## src/rtl/instr_fetch_ctrl.sv

```systemverilog
// Instruction fetch controller: owns the fetch PC, drives the instruction
// memory address, and buffers fetched 16-bit words for decode behind a
// valid/ready handshake. Handles branch redirects, halt detection and,
// when FETCH_ALIGN_CHECK_EN is defined, odd-address redirect faults.
module instr_fetch_ctrl #(
    parameter logic [15:0] RESET_PC    = 16'h0000,
    parameter logic [15:0] HALT_OPCODE = 16'hFFFF,
    parameter int          DEPTH       = 2
) (
    input  logic        clk,
    input  logic        rst_n,
    input  logic        en,
    output logic [15:0] imem_addr,
    input  logic [15:0] imem_data,
    input  logic        redirect_valid,
    input  logic [15:0] redirect_pc,
    output logic        instr_valid,
    output logic [15:0] instr,
    output logic [15:0] instr_pc,
    input  logic        instr_ready,
    output logic        halted,
    output logic        fault
);

    localparam int PTR_W = (DEPTH > 1) ? $clog2(DEPTH) : 1;
    localparam int CNT_W = $clog2(DEPTH + 1);

    typedef enum logic [1:0] {
        ST_RUN,
        ST_HALT,
        ST_FAULT
    } state_t;

    state_t             state;
    state_t             state_next;
    logic [15:0]        fetch_pc;
    logic [15:0]        fetch_pc_next;
    logic [CNT_W-1:0]   count;
    logic [PTR_W-1:0]   head;
    logic [PTR_W-1:0]   tail;
    logic [15:0]        buf_word [DEPTH];
    logic [15:0]        buf_pc   [DEPTH];
    logic               pop;
    logic               push;

    assign instr_valid = (count != '0);
    assign pop         = instr_valid && instr_ready;
    // A pop frees a slot in the same cycle, so a full buffer can still accept
    // a word; this is the intended combinational path from instr_ready.
    assign push        = (state == ST_RUN) && en && !redirect_valid &&
                         ((count < CNT_W'(DEPTH)) || pop);

    assign imem_addr = fetch_pc;
    assign instr     = instr_valid ? buf_word[head] : '0;
    assign instr_pc  = instr_valid ? buf_pc[head]   : '0;
    assign halted    = (state == ST_HALT);
`ifdef FETCH_ALIGN_CHECK_EN
    assign fault     = (state == ST_FAULT);
`else
    assign fault     = 1'b0;
`endif

    // Next state and next fetch PC: redirect wins over everything, then push.
    always_comb begin
        // NOTE: every output of this block gets a default first so no path
        // leaves a value unassigned, which would otherwise infer a latch.
        state_next    = state;
        fetch_pc_next = fetch_pc;
        if (redirect_valid) begin
`ifdef FETCH_ALIGN_CHECK_EN
            fetch_pc_next = redirect_pc;
            state_next    = redirect_pc[0] ? ST_FAULT : ST_RUN;
`else
            fetch_pc_next = redirect_pc & 16'hFFFE;
            state_next    = ST_RUN;
`endif
        end else if (push) begin
            fetch_pc_next = fetch_pc + 16'd2;
            if (imem_data == HALT_OPCODE) begin
                state_next = ST_HALT;
            end
        end
    end

    // State and fetch PC registers.
    always_ff @(posedge clk or negedge rst_n) begin
        // NOTE: sequential state uses non-blocking assignments so every flop
        // samples pre-edge values regardless of statement order.
        if (!rst_n) begin
            state    <= ST_RUN;
            fetch_pc <= RESET_PC;
        end else begin
            state    <= state_next;
            fetch_pc <= fetch_pc_next;
        end
    end

    // Buffer occupancy and pointers; a redirect flushes, dropping any head.
    always_ff @(posedge clk or negedge rst_n) begin
        if (!rst_n) begin
            count <= '0;
            head  <= '0;
            tail  <= '0;
        end else if (redirect_valid) begin
            count <= '0;
            head  <= '0;
            tail  <= '0;
        end else begin
            if (push) begin
                tail <= tail + PTR_W'(1);
            end
            if (pop) begin
                head <= head + PTR_W'(1);
            end
            case ({push, pop})
                2'b10:   count <= count + CNT_W'(1);
                2'b01:   count <= count - CNT_W'(1);
                default: count <= count;
            endcase
        end
    end

    // Buffer storage written at the tail on every push.
    always_ff @(posedge clk) begin
        // NOTE: storage has no reset; entries are only visible through
        // instr_valid, which comes from the reset count, and outputs are
        // gated to zero when the buffer is empty.
        if (push) begin
            buf_word[tail] <= imem_data;
            buf_pc[tail]   <= fetch_pc;
        end
    end

endmodule

```

## config.mk

```make
export PLATFORM = sky130hd
export DESIGN_NAME = instr_fetch_ctrl
export DESIGN_NICKNAME = d
export VERILOG_FILES = /design/src/rtl/instr_fetch_ctrl.sv
export SDC_FILE = /design/constraint.sdc
export NUM_CORES = 1
export LEC_CHECK = 0
export CORE_MARGIN = 1.5
export CORE_UTILIZATION = 53
export DETAILED_ROUTE_END_ITERATION = 6
export HOLD_SLACK_MARGIN = 0.02
export PLACE_DENSITY = 0.85
export SLEW_MARGIN = 20
export SYNTH_ARGS = -nofsm -noshare
export SYNTH_HDL_FRONTEND = slang
export SYNTH_SLANG_ARGS = --single-unit
```

## constraint.sdc

```tcl
create_clock -name clk -period 7.24 [get_ports clk]
set_clock_uncertainty 0.15 [all_clocks]
set_input_delay 0.724 -clock clk [delete_from_list [all_inputs] [get_ports clk]]
set_output_delay 0.724 -clock clk [all_outputs]
set_load 0.005 [all_outputs]
```

* Word-level counts from Yosys, hierarchy flattened
Memories as Yosys holds them, arrays and structs flattened. Index checks and enable logic that the tools add are counted.
Cells by class: magnitude comparators 1, reductions and logical operators 13, shifts and indexed selects 0, add/sub/neg operators 5, divide/modulo/power cells 0, bitwise logic cells 0, muxes and demuxes 15, multipliers 0, eq/ne operators 4
Operators with widths (count):
- 16-bit two-way mux | 4
- 16-bit by 2-bit adder with 16-bit output, second input constant | 1
- 16-bit == test, second input constant | 1
- 2-bit two-way mux | 4
- 2-bit nonzero test | 4
- 1-bit two-way mux | 6
- 2-bit by 1-bit == test with 1-bit output, second input constant | 2
- 1-bit logical AND | 4
- 2-bit one-hot mux with 2 select lines | 1
- 3-bit nonzero test | 1
- 1-bit adder, second input constant | 2
- 2-bit by 1-bit adder with 2-bit output, second input constant | 1
- 2-bit == test, second input constant | 1
- 2-bit zero test | 1
- 2-bit < comparator, second input constant | 1
- 2-bit AND reduction | 1
- 2-bit by 1-bit subtractor with 2-bit output, second input constant | 1
- 1-bit zero test | 1
- 1-bit logical OR | 1
Word-level totals: memories kept 2, input port bits 37, output and inout bits 51, bits in read-only memories 0, bits in writable memories 64, latch bits 0, bits in registers 22
Memories:
- buf_pc | depth 2, bits a word 16, read ports 1, clocked after memory_dff 0, wr ports 1, RTL line 42 | logic [15:0] buf_pc [DEPTH];
- buf_word | depth 2, bits a word 16, read ports 1, clocked after memory_dff 0, wr ports 1, RTL line 41 | logic [15:0] buf_word [DEPTH];

* Logic depth before layout (Yosys ltp)
Gate-level depths: netlist of the first run.
depth in word-level cells 7, mapped depth 5, depth with buffers taken out 5

* Least setup slack after synthesis of the first run
OpenSTA, ideal clock, no wires.
path type in2reg, start input port redirect_valid, end memory buf_pc[0][10] (enable), data required time 6593 ps, setup slack 2764 ps, data arrival time 3829 ps, cell stages on the path 1, path through nor4_1
On the way: cells in the longest elaborated chain, start to end 5
Ends and longest elaborated chain:
- start: declaration | RTL line 15 | input logic redirect_valid,
- 1-bit zero test | RTL line 50 | assign push = (state == ST_RUN) && en && !redirect_valid &&
- 1-bit logical AND (2 in a row) | RTL line 50
- 1-bit two-way mux | RTL line 128 | if (push) begin
- 1-bit two-way mux (not written as such) | RTL line 130 | buf_pc[tail] <= fetch_pc;
- end: declaration | RTL line 42
Every way passes these cells.

* Worst setup path in the final report of the first run
start input port redirect_valid, end memory buf_pc[1][8] (enable)
Same word-level chain as after synthesis.

==> summary.md, run 1 <==
| Metric | Value |
|---|---|
| Max Fclk | 300.8 MHz |
| Pins Over Slew Limit | 0 |
| RSZ-0062 raised after global routing | false |
| Layout cells sized above 1 | 0.06389 |
| Vias/cell | 5.478 |
| Startpoint types | primary input |
| Num rows | 29 |
| Clock Root Buffer | clkbuf_8 |
| Worst Hold Class | flip-flop to flip-flop |
| Total wire length | 7124 µm |
| Int Pwr | 0.8536 mW |
| Setup Fix Bufs, Post-CTS | 0 |
| Mapped Cells | 270 |
| Hold path start | imem_addr[15] |
| Area share of the largest cell type after synthesis | 0.5322 |
| Final min period | 3.324 ns |
| Total power | 1.107 mW |
| Placer Congestion | 0.8464 |
| CP max stage delay | 0.82 ns |
| Dominant synthesized flop cell | edfxtp_1 |
| Reg-to-reg critical path startpoint | state[0] |
| Mean Syn Cell Area | 12.96 µm² |
| Max-slew headroom | 0.3910 |
| Hold Path End | buf_pc[0][15] |
| H-tree levels | 3 |
| Final Util | 0.7312 |
| Total grt overflow | 0 |
| DRT Pass-1 Iters | 4 |
| Final setup fails | 0 |
| Layout filler cell count | 413 |
| R2r endpoint | buf_pc[1][8] |
| Top-level port count | 88 |
| Most common cell in the netlist | edfxtp_1 |
| Commonest cells post-synth | 62 x edfxtp_1, 46 x nor2_1, 33 x mux2i_1 |
| Worst Hold Path Cells | 0 |
| Clock Pin Slew Worst Setup and Hold Paths | 0.08 ns |
| Register area share after synthesis | 0.6753 |
| First-pass GRT wire length | 11,320 µm |
| Number of DRC markers in iteration 0 | 88 |
| Top post-synthesis cells by area | edfxtp_1 53%, dfrtp_1 14%, mux2i_1 9.4% |
| Post-synth EDFFs | 62 |
| Synthesized flop and latch total | 82 |
| Die height | 84.25 µm |
| Critical Path Fanout Max | 24 |
| Final setup TNS | 0 ns |
| Placed Cells | 421 |
| Post-cts resize count | 0 |
| Slew of the pin with the lowest slew margin | 0.9106 ns |
| Largest net degree at the start of global routing | 33 |
| Worst path slowest cell | clkdlybuf4s50_1 |
| Syn Std Cell Area | 3498 µm² |
| Sw frac | 0.2291 |
| Dpl ws | 3.555 ns |
| Starting Density | 0.5509 |
| Register share of total power | 0.513 |
| Crit path required time | 7.12 ns |
| DR WL/cell | 16.30 µm |
| Initial antenna violation count | 0 |
| Final worst setup slack | 3.916 ns |
| NetSw | 0.2537 mW |
| Clock power share | 0.353 |
| Bufs on Longest Clock Path | 2 |
| Final ANT Viol Nets | 0 |
| Core area | 6350 µm² |
| Die ar. | 7097 µm² |
| Gate power share | 0.134 |
| Worst EP arrival | 3.20 ns |
| Worst setup EP type | flip-flop |
| Top cell type by total area after synthesis | edfxtp_1 |
| Status | completed |
| Nets | 393 |
| Post-synth ARST share | 0.2439 |
| Clk sink count | 82 |
| Critical path, cell by cell | clkdlybuf4s50_1 > inv_1 > and3_1 > buf_4 |
| Yosys warnings | 0 |
| Power density over the cells | 238.5 nW/µm² |
| Hold buffer count at cts | 0 |
| CTS tree | yes |
| Reg2Reg Depth | 4 |
| Total CTS buffers | 9 |
| IO Port Bufs | 83 |
| Die W | 84.25 µm |
| DRC | 0 |
| CP Class | primary input to flip-flop |
| Area delta synth->final | 32.73% |
| Vias in the first global route | 2,370 |
| Final-report hold violation count | 0 |
| GRT Total Usage | 0.2087 |
| Post-DP HPWL | 4862 µm |
| DR vias | 2,394 |
| Clock latency on the worst-skew pair | 0.34 ns |
| Synth unique cells | 33 |
| Final period util | 0.4591 |
| N_diodes | 0 |
| Pleak | 1.619 nW |
| Post-route non-filler standard cell count | 437 |
| VDD IR-drop max | 0.0001435 V |
| Max cap viols | 0 |
| Reg2reg setup slack | 4.69 ns |
## routing by layer
layer,vias to the layer above,GRT usage,routed length (µm)
met5,-,0,0
met4,0,0.1013,139
met3,12,0.03638,382
met2,85,0.3476,3579
met1,1151,0.2667,3022
li1,1146,-,-
## state kept, by name, summed over array words and instances (netlist names)
register / flops
tail: 1
imem_addr: 15
state: 1
buf_word: 32
buf_pc: 30
count: 2
head: 1
## power by group through the flow
stage | clock (mW) | combinational, mW | sequential, mW
after floorplan | 0 | 0.0699 | 0.564
after global placement | 0 | 0.146 | 0.576
after detailed placement | 0 | 0.150 | 0.578
after CTS | 0.395 | 0.151 | 0.568
after global routing | 0.414 | 0.162 | 0.572
final | 0.391 | 0.149 | 0.568
## metrics by stage
| stage | instance area [µm²] | hold slack, ns |
|---|---|---|
| after floorplan | 3506 | 0.2784 |
| after global placement | 4404 | 0.3861 |
| after detailed placement | 4404 | 0.3914 |
| after CTS | 4643 | 0.4247 |
| after global routing | 4643 | 0.4380 |
| final | 4643 | 0.4310 |
## worst max-delay path by stage
stage	startpoint	endpoint	slack, ns	cells past startpoint
after global routing	redirect_valid	buf_word[1][12]	3.71	4
after CTS	redirect_valid	buf_word[1][13]	3.90	4
final	redirect_valid	buf_pc[1][8]	3.92	4
after global placement	redirect_valid	buf_pc[1][9]	3.60	4
after detailed placement	redirect_valid	buf_pc[1][11]	3.56	4
after floorplan	redirect_valid	buf_pc[0][10]	2.76	1
## cell families (layout without fill, tap and decap cells)
| family | Yosys count | in the layout | share of synthesized area |
|---|---|---|---|
| and+or+nand+nor | 97 | 97 | 0.1363 |
| DFF | 82 | 82 | 0.6753 |
| muxes | 33 | 33 | 0.09442 |
| AOI/OAI and AO/OA | 29 | 29 | 0.04542 |
| buffers and inverters | 19 | 107 | 0.02396 |
| xor gates and xnor gates | 8 | 8 | 0.02003 |
| adders and majority gates | 1 | 1 | 0.003576 |
| other | 1 | 3 | 0.001072 |
## cells in the final DEF, fill, tap and decap left out, types with 2 or more instances in the layout
cell type	instances
nand4_1	7
clkdlybuf4s50_1	83
dfrtp_1	19
clkbuf_8	9
and2_1	2
nand3_1	6
mux2i_1	33
or3_1	8
xnor2_1	5
edfxtp_1	62
nor4_1	2
clkinv_1	2
o21ai_0	18
nand2_1	13
and3_1	2
inv_6	2
and4_1	2
a31oi_1	9
bufinv_16	3
conb_1	3
buf_4	4
xor2_1	3
nor2_1	45
inv_1	4
## worst max-delay path, delay by kind of cell
kind / cells / cell delay [ns]
buffers and inverters: 3 / 1.75
and+or+nand+nor: 1 / 0.72
## layout make-up
class / instances / area, µm² / share of cell area
multi-input combinational: 171 / 1069 / 0.2301
inverter: 4 / 15.01 / 0.003234
clock buffer: 9 / 123.9 / 0.02668
tap: 77 / 96.34 / 0.02075
timing repair buffer: 87 / 860.8 / 0.1854
clock inverter: 7 / 115.1 / 0.02479
sequential: 82 / 2364 / 0.5090
Note: power is estimated with default switching activity, not from simulation.
==> inputs of run 2 (changes only) <==
CORE_UTILIZATION = 44   (was 53)
PLACE_DENSITY = 0.76   (was 0.85)
clock period = 3 ns   (was 7.24 ns; I/O delays follow)
==> summary.md, run 2 (same netlist as run 1, synthesis figures left out) <==
| Metric | Value |
|---|---|
| Status | completed |
| Crit path required time | 2.55 ns |
| Critical Path Fanout Max | 14 |
| Final Util | 0.6161 |
| Startpoint types | flip-flop |
| Number of DRC markers in iteration 0 | 92 |
| Critical Path Source | count[1] |
| Post-cts resize count | 0 |
| Worst setup EP type | output port |
| Met2 WL | 3447 µm |
| Final setup TNS | 0 ns |
| Placer Congestion | 0.7722 |
| Largest net degree at the start of global routing | 24 |
| N_diodes | 0 |
| Initial antenna violation count | 0 |
| Reg-to-reg critical path startpoint | imem_addr[5] |
| Max Fclk | 402.3 MHz |
| Starting Density | 0.4527 |
| DRT Pass-1 Iters | 4 |
| Clock Pin Slew Worst Setup and Hold Paths | 0.08 ns |
| Hold buffer count at cts | 0 |
| Area of the multi-input gates | 1077 µm² |
| R2r endpoint | imem_addr[12] |
| Nets | 400 |
| End of the critical path | instr_pc[3] |
| Largest register FFs | 32 |
| Final period util | 0.8287 |
| Die W | 92.17 µm |
| Die ar. | 8494 µm² |
| Final setup fails | 0 |
| RSZ-0062 raised after global routing | false |
| Vias in the first global route | 2,324 |
| Reg area | 2364 µm² |
| Top-level port count | 88 |
| Hold_ws | 0.3300 ns |
| DR vias | 2,368 |
| GRT Total Usage | 0.1788 |
| Top Layer Used | met4 |
| Core area | 7727 µm² |
| Clock latency on the worst-skew pair | 0.34 ns |
| Layout filler cell count | 595 |
| Leading cell type in the layout, fill and taps excluded | clkdlybuf4s50_1 |
| Num rows | 32 |
| Total wire length | 7049 µm |
| Clock Root Buffer | clkbuf_8 |
| Reg2Reg Depth | 4 |
| Final worst setup slack | 0.5140 ns |
| Total CTS buffers | 9 |
| VDD IR-drop max | 0.0003220 V |
| CP Class | flip-flop to output port |
| H-tree levels | 3 |
| First-pass GRT wire length | 11,430 µm |
| Vias/cell | 5.049 |
| Final-report hold violation count | 0 |
| Area delta synth->final | 36.09% |
| Final ANT Viol Nets | 0 |
| DRC | 0 |
| Most frequent cells in the layout | 83 x clkdlybuf4s50_1, 62 x edfxtp_1, 45 x nor2_1 |
| Worst EP arrival | 2.04 ns |
| Total power | 2.766 mW |
| Max-slew headroom | 0.3628 |
| Slew of the pin with the lowest slew margin | 0.9527 ns |
| Clk sink count | 82 |
| Power density over the cells | 580.9 nW/µm² |
| Dpl ws | 0.5537 ns |
| Max cap viols | 0 |
| Total grt overflow | 0 |
| Reg2reg setup slack | 0.93 ns |
| DR WL/cell | 15.03 µm |
| Pleak | 1.663 nW |
| IO Port Bufs | 83 |
| Final min period | 2.486 ns |
| Met3 WL | 228 µm |
| Worst Hold Class | primary input to async pin |
| Bufs on Longest Clock Path | 2 |
| Die height | 92.17 µm |
| Pins Over Slew Limit | 0 |
| Post-DP HPWL | 4962 µm |
| Setup Fix Bufs, Post-CTS | 0 |
| M1 WL | 3207 µm |
| Layout cells sized above 1 | 0.08447 |
| Largest reg by FF count | buf_word |
| CTS tree | yes |
run 2: report_power, final:
| part | total [mW] | leakage [nW] | internal, mW | switching [mW] |
|---|---|---|---|---|
| clock | 1.03 | 0.127 | 0.637 | 0.391 |
| combinational | 0.379 | 0.728 | 0.219 | 0.159 |
| sequential | 1.36 | 0.808 | 1.30 | 0.0635 |
| total | 2.77 | 1.66 | 2.15 | 0.614 |
run 2: cell type report:
cell class,instances,share of cell area
Sequential cell,82,0.4965
Multi-Input combinational cell,171,0.2263
Clock buffer,9,0.02602
Timing Repair Buffer,94,0.1919
Clock inverter,7,0.02943
Tap cell,102,0.02681
Inverter,4,0.003154
run 2: critical path: stages, from the launching register on:
cell and delay (ns):
dfrtp_1 0.46, nor2_2 0.40, buf_4 0.30, nor2_1 0.06, clkdlybuf4s50_1 0.48
run 2: worst min-delay path by stage:
stage,slack (ns),start,cells after the start,endpoint
finish,0.33,rst_n,1,imem_addr[8]
global route,0.36,redirect_pc[3],3,imem_addr[3]
CTS,0.34,redirect_pc[7],3,imem_addr[7]
detailed placement,0.39,imem_addr[15],0,buf_pc[1][15]
global placement,0.38,imem_addr[15],0,buf_pc[1][15]
floorplan,-0.15,rst_n,0,count[0]
run 2: stage by stage:
| step | std cells | area (µm²) |
|---|---|---|
| after floorplan | 272 | 3512 |
| after global placement | 453 | 4497 |
| after detailed placement | 453 | 4497 |
| after CTS | 469 | 4761 |
| after global routing | 469 | 4761 |
| final | 469 | 4761 |
run 2: metal layers:
metal / vias to the layer above / GRT usage
met1: 1134 / 0.2303
met5: - / 0
met3: 14 / 0.03400
li1: 1160 / -
met2: 60 / 0.2901
met4: 0 / 0.08718
==> inputs of run 3 (changes only) <==
CORE_UTILIZATION = 49   (was 44)
PLACE_DENSITY = 0.8   (was 0.76)
clock period = 2.5 ns   (was 3 ns; I/O delays follow)
==> summary.md, run 3 (same netlist as run 1, synthesis figures left out) <==
| Metric | Value |
|---|---|
| Status | completed |
| M1 GR Usage | 0.2618 |
| Max Fclk | 423.6 MHz |
| Largest net degree at the start of global routing | 33 |
| Largest reg by FF count | buf_word |
| Power density over the cells | 638.2 nW/µm² |
| Pins Over Slew Limit | 0 |
| Critical Path Source | head |
| Crit path required time | 2.10 ns |
| Total grt overflow | 0 |
| Pleak | 1.616 nW |
| N_diodes | 0 |
| Bufs on Longest Clock Path | 2 |
| GRT Total Usage | 0.2075 |
| H-tree levels | 3 |
| Vias/cell | 5.244 |
| CTS tree | yes |
| Startpoint types | flip-flop |
| Vias in the first global route | 2,361 |
| Worst EP arrival | 1.96 ns |
| Num rows | 30 |
| Total CTS buffers | 9 |
| Clock latency on the worst-skew pair | 0.34 ns |
| Placed Cells | 444 |
| Die height | 87.50 µm |
| Final setup TNS | 0 ns |
| Post-DP HPWL | 5102 µm |
| Initial antenna violation count | 0 |
| Grt met2 use | 0.3483 |
| Clock Pin Slew Worst Setup and Hold Paths | 0.08 ns |
| Leading cell type in the layout, fill and taps excluded | clkdlybuf4s50_1 |
| Critical Path Fanout Max | 32 |
| Final ANT Viol Nets | 0 |
| Placer Congestion | 0.8280 |
| Clock Root Buffer | clkbuf_8 |
| Reg-to-reg critical path startpoint | imem_addr[5] |
| First-pass GRT wire length | 11,700 µm |
| Top-level port count | 88 |
| Starting Density | 0.5121 |
| Max cap viols | 0 |
| Number of DRC markers in iteration 0 | 121 |
| Die ar. | 7655 µm² |
| Clk sink count | 82 |
| Met3 Use GR | 0.04645 |
| Core area | 6832 µm² |
| CP Class | flip-flop to output port |
| Final setup fails | 0 |
| VDD IR-drop max | 0.0003116 V |
| Final min period | 2.361 ns |
| Layout cells sized above 1 | 0.06887 |
| IO Port Bufs | 83 |
| Total wire length | 7493 µm |
| DR WL/cell | 16.32 µm |
| Hold_ws | 0.1377 ns |
| Post-route non-filler standard cell count | 459 |
| Final-report hold violation count | 0 |
| Worst setup EP type | output port |
| Slew of the pin with the lowest slew margin | 0.6032 ns |
| Largest register FFs | 32 |
| Most frequent cells in the layout | 83 x clkdlybuf4s50_1, 62 x edfxtp_1, 45 x nor2_1 |
| Area delta synth->final | 33.48% |
| Worst Hold Class | primary input to async pin |
| Max-slew headroom | 0.5966 |
| RSZ-0062 raised after global routing | false |
| Final period util | 0.9442 |
| Die W | 87.50 µm |
| DRC | 0 |
| Busiest grt layer | met2 |
| DRT Pass-1 Iters | 4 |
| Nets | 397 |
| DR vias | 2,407 |
==> run 3: critical path, stage by stage, from the launching register on <==
cell,delay [ns]
dfrtp_4,0.80
mux2i_1,0.14
nor2_1,0.14
clkdlybuf4s50_1,0.52
==> run 3: through the flow <==
step	setup slack [ns]	total power, mW	utilization	area (µm²)
after floorplan	0.2215	1.837	-	3521
after global placement	0.1528	2.104	0.6575	4492
after detailed placement	0.02271	2.120	0.6575	4492
after CTS	0.1020	2.993	0.6835	4669
after global routing	0.05640	3.095	0.6835	4669
final	0.1395	2.980	0.6835	4669
==> run 3: layout make-up <==
cell class	instances	area, µm²
sequential	82	2366
fill	521	2162
multi-input combinational	171	1077
timing repair buffer	91	915.9
clock buffer	11	131.4
tap	96	120.1
clock inverter	4	43.79
inverter	4	15.01
==> run 3: report_power, final <==
group	switching (mW)	internal, mW
Sequential	0.0910	1.56
Clock	0.441	0.451
Combinational	0.180	0.261
Total	0.712	2.27
==> run 3: metal layers <==
layer	wire length [µm]	vias to the layer above
li1	-	1155
met3	267	11
met1	3204	1169
met4	146	0
met2	3875	72
met5	0	-
==> run 3: worst paths after layout <==
check                                end  cells after the start  slack, ns
max reg2reg                imem_addr[10]                      4       0.32
max                          instr_pc[4]                      3       0.14
min reg2reg                buf_pc[0][15]                      0       0.43
min                                 tail                      1       0.14
min in group clk            imem_addr[3]                      3       0.32
max in group asynchronous  imem_addr[12]                      2       1.51
==> run 3: what timing repair did <==
item | 4_1_cts | 5_1_grt
hold buffers | 0 | 0
buffers inserted | 0 | 0
hold endpoints to repair | 0 | 0
gates resized for setup | 1 | 0
setup endpoints to repair | 31 | 0
